==> config.mk <==
export PLATFORM = sky130hd
export DESIGN_NAME = cmos_capture_data
export DESIGN_NICKNAME = d
export VERILOG_FILES = /design/src/rtl/cmos_capture_data.sv
export SDC_FILE = /design/constraint.sdc
export NUM_CORES = 1
export LEC_CHECK = 0
export CORE_MARGIN = 4
export CORE_UTILIZATION = 39
export CTS_CLUSTER_DIAMETER = 50
export CTS_CLUSTER_SIZE = 10
export DETAILED_ROUTE_END_ITERATION = 10
export GPL_ROUTABILITY_DRIVEN = 0
export PLACE_DENSITY_LB_ADDON = 0.15
export SYNTH_ARGS = -nofsm -noshare
export SYNTH_HDL_FRONTEND = slang
export SYNTH_SLANG_ARGS = --single-unit
==> constraint.sdc <==
create_clock -name clk -period 1.2 [get_ports clk]
set_input_delay 0.12 -clock clk [delete_from_list [all_inputs] [get_ports clk]]
set_output_delay 0.12 -clock clk [all_outputs]
set_load 0.1 [all_outputs]
==> src/rtl/cmos_capture_data.sv <==
// OV5640 DVP capture: registers the pins, discards WAIT_FRAME frames after reset,
// then packs byte pairs into RGB565 pixels. Define CMOS_FRAME_CHECK_EN for frame-size checking.
module cmos_capture_data #(
    parameter int WAIT_FRAME = 10
) (
    input  logic        clk,
    input  logic        rst_n,
    input  logic        cam_vsync,
    input  logic        cam_href,
    input  logic [7:0]  cam_data,
    input  logic [12:0] cmos_h_pixel,
    input  logic [12:0] cmos_v_pixel,
    output logic        cmos_frame_vsync,
    output logic        cmos_frame_href,
    output logic        cmos_frame_valid,
    output logic [15:0] cmos_frame_data,
    output logic        frame_done,
    output logic        size_err
);
    localparam logic [3:0] WAIT_CNT = 4'(WAIT_FRAME);

    typedef enum logic {S_WAIT, S_RUN} state_t;

    state_t      state_q, state_d;
    logic [3:0]  wait_cnt_q, wait_cnt_d;
    logic        vs_d0_q, vs_d1_q, href_d0_q, href_d1_q;
    logic [7:0]  data_d0_q;
    logic        byte_flag_q, byte_flag_d;
    logic [7:0]  hi_q, hi_d;
    logic [15:0] pix_q, pix_d;
    logic        valid_q, valid_d;
    logic        done_q, done_d;
    logic        vs_rise, frame_val, pix_done, line_seen;

    always_ff @(posedge clk or negedge rst_n) begin
        if (!rst_n) begin
            vs_d0_q   <= 1'b0;
            vs_d1_q   <= 1'b0;
            href_d0_q <= 1'b0;
            href_d1_q <= 1'b0;
            data_d0_q <= '0;
        end else begin
            vs_d0_q   <= cam_vsync;
            vs_d1_q   <= vs_d0_q;
            href_d0_q <= cam_href;
            href_d1_q <= href_d0_q;
            data_d0_q <= cam_data;
        end
    end

    assign vs_rise   = vs_d0_q & ~vs_d1_q;
    assign frame_val = (state_q == S_RUN);

    // The count is checked before incrementing, so exactly WAIT_FRAME frames are dropped.
    always_comb begin
        state_d    = state_q;
        wait_cnt_d = wait_cnt_q;
        if (state_q == S_WAIT && vs_rise) begin
            if (wait_cnt_q == WAIT_CNT) state_d = S_RUN;
            else                        wait_cnt_d = wait_cnt_q + 4'd1;
        end
    end

    always_ff @(posedge clk or negedge rst_n) begin
        if (!rst_n) begin
            state_q    <= S_WAIT;
            wait_cnt_q <= '0;
        end else begin
            state_q    <= state_d;
            wait_cnt_q <= wait_cnt_d;
        end
    end

    always_comb begin
        pix_done    = frame_val & href_d0_q & byte_flag_q;
        byte_flag_d = frame_val & href_d0_q & ~byte_flag_q;
        hi_d        = hi_q;
        if (frame_val & href_d0_q & ~byte_flag_q) hi_d = data_d0_q;
        valid_d = pix_done;
        pix_d   = pix_done ? {hi_q, data_d0_q} : pix_q;
        done_d  = vs_rise & frame_val & line_seen;
    end

    always_ff @(posedge clk or negedge rst_n) begin
        if (!rst_n) begin
            byte_flag_q <= 1'b0;
            hi_q        <= '0;
            pix_q       <= '0;
            valid_q     <= 1'b0;
            done_q      <= 1'b0;
        end else begin
            byte_flag_q <= byte_flag_d;
            hi_q        <= hi_d;
            pix_q       <= pix_d;
            valid_q     <= valid_d;
            done_q      <= done_d;
        end
    end

`ifdef CMOS_FRAME_CHECK_EN
    logic [12:0] h_cnt_q, h_cnt_d, v_cnt_q, v_cnt_d;
    logic        err_q, err_d;
    logic        href_fall;

    assign href_fall = href_d1_q & ~href_d0_q;

    // Nothing is counted in WAIT, so the vsync that enters RUN sees cleared counters.
    always_comb begin
        h_cnt_d = h_cnt_q;
        v_cnt_d = v_cnt_q;
        err_d   = err_q;
        if (frame_val) begin
            if (pix_done) h_cnt_d = h_cnt_q + 13'd1;
            if (href_fall) begin
                if (h_cnt_q != cmos_h_pixel) err_d = 1'b1;
                h_cnt_d = '0;
                v_cnt_d = v_cnt_q + 13'd1;
            end
            if (vs_rise) begin
                if (v_cnt_q != cmos_v_pixel) err_d = 1'b1;
                v_cnt_d = '0;
            end
        end
    end

    always_ff @(posedge clk or negedge rst_n) begin
        if (!rst_n) begin
            h_cnt_q <= '0;
            v_cnt_q <= '0;
            err_q   <= 1'b0;
        end else begin
            h_cnt_q <= h_cnt_d;
            v_cnt_q <= v_cnt_d;
            err_q   <= err_d;
        end
    end

    assign line_seen = (v_cnt_q != '0);
    assign size_err  = err_q;
`else
    logic seen_q, seen_d;
    logic unused_size;

    always_comb begin
        seen_d = vs_rise ? 1'b0 : (seen_q | (frame_val & href_d0_q));
    end

    always_ff @(posedge clk or negedge rst_n) begin
        if (!rst_n) seen_q <= 1'b0;
        else        seen_q <= seen_d;
    end

    assign line_seen   = seen_q;
    assign size_err    = 1'b0;
    assign unused_size = ^{cmos_h_pixel, cmos_v_pixel};
`endif

    assign cmos_frame_vsync = vs_d1_q & frame_val;
    assign cmos_frame_href  = href_d1_q & frame_val;
    assign cmos_frame_valid = valid_q;
    assign cmos_frame_data  = pix_q;
    assign frame_done       = done_q;

endmodule

==> qor.csv <==
stage,metric,value,unit
status,status,"complete, but fails checks",
status,violated checks,negative setup slack,
placed_design,Area after DPL,0.00228,mm²
sta,RSZ-0062 raised after global routing,yes,
floorplan,Die Ht,73.3,µm
final_layout,Layout Nets,185,
synthesis,Cell variety after synth,22,
cts,Root Buffer,clkbuf_8,
sta,Slew Limit Fails,0,
routing,drt first pass iters,3,
critical_path,Worst Path Arrival,1.45,ns
global_routing,vias in the first global route,965,
critical_path,Crit. End Element,register,
sta,Clock Skews,0.00616,ns
final_layout,Fill cells,299,
cts,clock buffer depth,2,
cts,TritonCTS clock tree,done,
global_routing,total grt overflow,0,
sta,Fin Hold WS,0.262,ns
final_layout,Multi-input gate area,532,µm²
routing,DRC viols,0,
synthesis,post-synthesis xor/xnor area fraction,1.05,%
floorplan,total die area,0.00537,mm²
floorplan,die width,73.3,µm
final_layout,# diodes,0,
synthesis,syn avg cell area,16.8,µm²
cts,CTS clock-pin slew for the worst setup and hold paths,0.08,ns
sta,min Tclk post-route,1.27,ns
global_routing,grt met1 use,14.7,%
cts,htree depth,2,
synthesis,complex-gate fraction of the synthesized area,1.35,%
min_path,worst hold path type,in -> reg,
routing,DR vias/cell,4.67,
sta,Setup-failing EPs final,26,
global_routing,global route hottest layer,met2,
placed_design,hpwl dp,1.90,mm
synthesis,largest family of logic cells by synthesized area,multiplexers,
routing,vias,915,
global_routing,initial antenna violation count,0,
final_layout,layout cells sized above 1,58.2,%
synthesis,post-synthesis cell area,0.00166,mm²
power_and_ir_drop,Leak,0.00119,µW
synthesis,flop and latch count out of synthesis,45,
flow_run,Max Cap Viol,0,
global_routing,global-route wire length before repair,4.69,mm
floorplan,Initial Util,41.0,%
routing,initial DRC count,28,
routing,Routed Antenna Nets,0,
cts,CTS Buf Count,5,
global_routing,routing usage on met3,4.65,%
synthesis,Synthesized Nets,139,
routing,wire per inst,14.1,µm
synthesis,adder-cell share of the synthesized area,1.50,%
global_routing,Tot GR Track Use,11.6,%
synthesis,mux share of post-synthesis cell area,19.8,%
power_and_ir_drop,Pwr Density,2830,mW/mm²
critical_path,CP max FO,6,
floorplan,Boundary Pins,59,
final_layout,final instance area,0.00247,mm²
sta,FMAX,0.784,GHz
sta,Final WS setup,-0.0749,ns
critical_path,"Req. time, crit path",1.37,ns
sta,Final Hold Fails,0,
final_layout,area grow syn2layout,48.7,%
global_routing,pin count of the biggest net entering global routing,46,
synthesis,simple logic cell fraction of the synthesized area,5.64,%
floorplan,FP Rows,23,
power_and_ir_drop,Tot Pwr,6980,µW
sta,setup TNS,-1.03,ns
cts,Worst-Skew Late Latency,0.29,ns
power_and_ir_drop,worst vdd ir,0.00166,V
sta,final period utilization,106,%
cts,clk sink count,45,
synthesis,cell count after synthesis,99,
floorplan,core area,0.00406,mm²
routing,Post-Route WL,2.76,mm
critical_path,critical path type,reg -> reg,
global_routing,met2 usage in global routing,18.1,%
critical_path,element type at the critical path start,register,
placed_design,PortBufs,31,
final_layout,Sequential Area,0.00115,mm²
synthesis,yosys warns,0,
synthesis,post-synthesis sequential area ratio,67.7,%
## area by class of cell
cell class	count	area share (%)
Clock buffer	8	3.64
Inverter	4	0.607
Multi-Input combinational cell	47	21.5
Sequential cell	45	46.4
Tap cell	50	2.53
Timing Repair Buffer	42	25.3
## worst paths after layout
path                             startpoint             endpoint  slack, ns  cells after the start
min in group asynchronous             rst_n  cmos_frame_data[11]       0.33                      3
max in group asynchronous             rst_n   cmos_frame_data[5]       0.64                      3
worst min-delay path            cam_data[0]         data_d0_q[0]       0.26                      1
worst max register to register    frame_val   cmos_frame_data[4]      -0.07                      4
worst min register to register      vs_d0_q              vs_d1_q       0.41                      0
worst max-delay path              frame_val   cmos_frame_data[4]      -0.07                      4
## layout by cell type (no fill, tap or decap)
| cell type | synthesis | routed |
|---|---|---|
| conb_1 | 1 | 1 |
| dlygate4sd3_1 | 0 | 1 |
| nand3_4 | 1 | 1 |
| mux2_4 | 10 | 16 |
| nor2b_1 | 1 | 1 |
| and2_4 | 0 | 2 |
| clkbuf_8 | 0 | 6 |
| nor2_1 | 2 | 2 |
| buf_6 | 2 | 6 |
| and3_1 | 1 | 1 |
| buf_2 | 0 | 1 |
| buf_12 | 0 | 21 |
| clkbuf_1 | 0 | 2 |
| a21o_1 | 1 | 1 |
| ha_1 | 2 | 2 |
| a21oi_1 | 2 | 2 |
| nor3b_4 | 1 | 1 |
| nand4_1 | 1 | 1 |
| nand3b_4 | 0 | 1 |
| mux2_2 | 15 | 9 |
| dfrtp_1 | 45 | 28 |
| buf_4 | 1 | 3 |
| dfrtp_2 | 0 | 17 |
| o21ai_2 | 0 | 1 |
| inv_1 | 4 | 4 |
| mux2i_1 | 1 | 1 |
| clkdlybuf4s50_1 | 0 | 10 |
| nand2_1 | 2 | 2 |
| xnor2_1 | 2 | 2 |
## sequential cells by signal, summed over array words and instances (netlist names)
| register | cells |
|---|---|
| cmos_frame_valid | 1 |
| frame_done | 1 |
| vs_d0_q | 1 |
| data_d0_q | 8 |
| hi_q | 8 |
| frame_val | 1 |
| href_d0_q | 1 |
| href_d1_q | 1 |
| wait_cnt_q | 4 |
| byte_flag_q | 1 |
| line_seen | 1 |
| vs_d1_q | 1 |
| cmos_frame_data | 16 |
## critical path, cell delays in order, from the launching register on
cell and delay, ns:
dfrtp_2 0.43, buf_4 0.16, nand3_4 0.09, buf_6 0.14
mux2_2 0.33
## metal layers
metal,vias up,part of all wire (%)
met1,466,43
met4,0,0.87
met2,26,51
li1,421,-
met5,-,0
met3,2,5.8
## cells in the mapped netlist
master,n,area [µm²]
a21oi_1,2,10.0
o21ai_1,1,5.00
nand3_4,1,17.5
conb_1,1,3.75
and2_1,2,12.5
ha_1,2,25.0
mux2_2,15,169
nand4_1,1,6.26
nor3b_4,1,18.8
nor2b_1,1,6.26
nand2_1,2,7.51
and3_1,1,6.26
mux2i_1,1,10.0
nand3b_2,1,11.3
a21o_1,1,7.51
buf_6,2,22.5
xnor2_1,2,17.5
nor2_1,2,7.51
dfrtp_1,45,1130
buf_4,1,7.51
inv_1,4,15.0
mux2_4,10,150
## logic make-up (layout without fill, tap and decap cells)
| logic type | after synthesis | after routing |
|---|---|---|
| flip-flops | 45 | 45 |
| multiplexers | 26 | 26 |
| AND/OR/NAND/NOR | 12 | 12 |
| buffers and inverters | 7 | 54 |
| AO/OA/AOI/OAI | 4 | 4 |
| adder cells (fa/ha/maj) | 2 | 2 |
| XOR/XNOR | 2 | 2 |
| other | 1 | 1 |
## repair_timing
action,in CTS,in global routing
pin swaps,3,2
endpoints found under the setup margin,18,30
hold buffers,1,0
endpoints found under the hold margin,45,0
resized for setup,11,6
buffers inserted,3,1
## report_power, final
part	leakage, µW	total [µW]	switching (µW)	internal (µW)
Combinational	0.000599	3600	2050	1560
Clock	0.0000455	939	469	470
Sequential	0.000542	2440	420	2020
Total	0.00119	6980	2940	4050
## stage by stage
stage	utilization (%)	setup slack, ns	instances
5_1_grt	60.9	-0.118	196
3_3_place_gp	56.2	-0.0584	183
6_report	60.9	-0.0749	196
4_1_cts	60.2	-0.0773	195
2_1_floorplan	-	0.00567	99
3_5_place_dp	56.2	-0.0758	183
No activity file was read; power rests on OpenSTA's default activity.
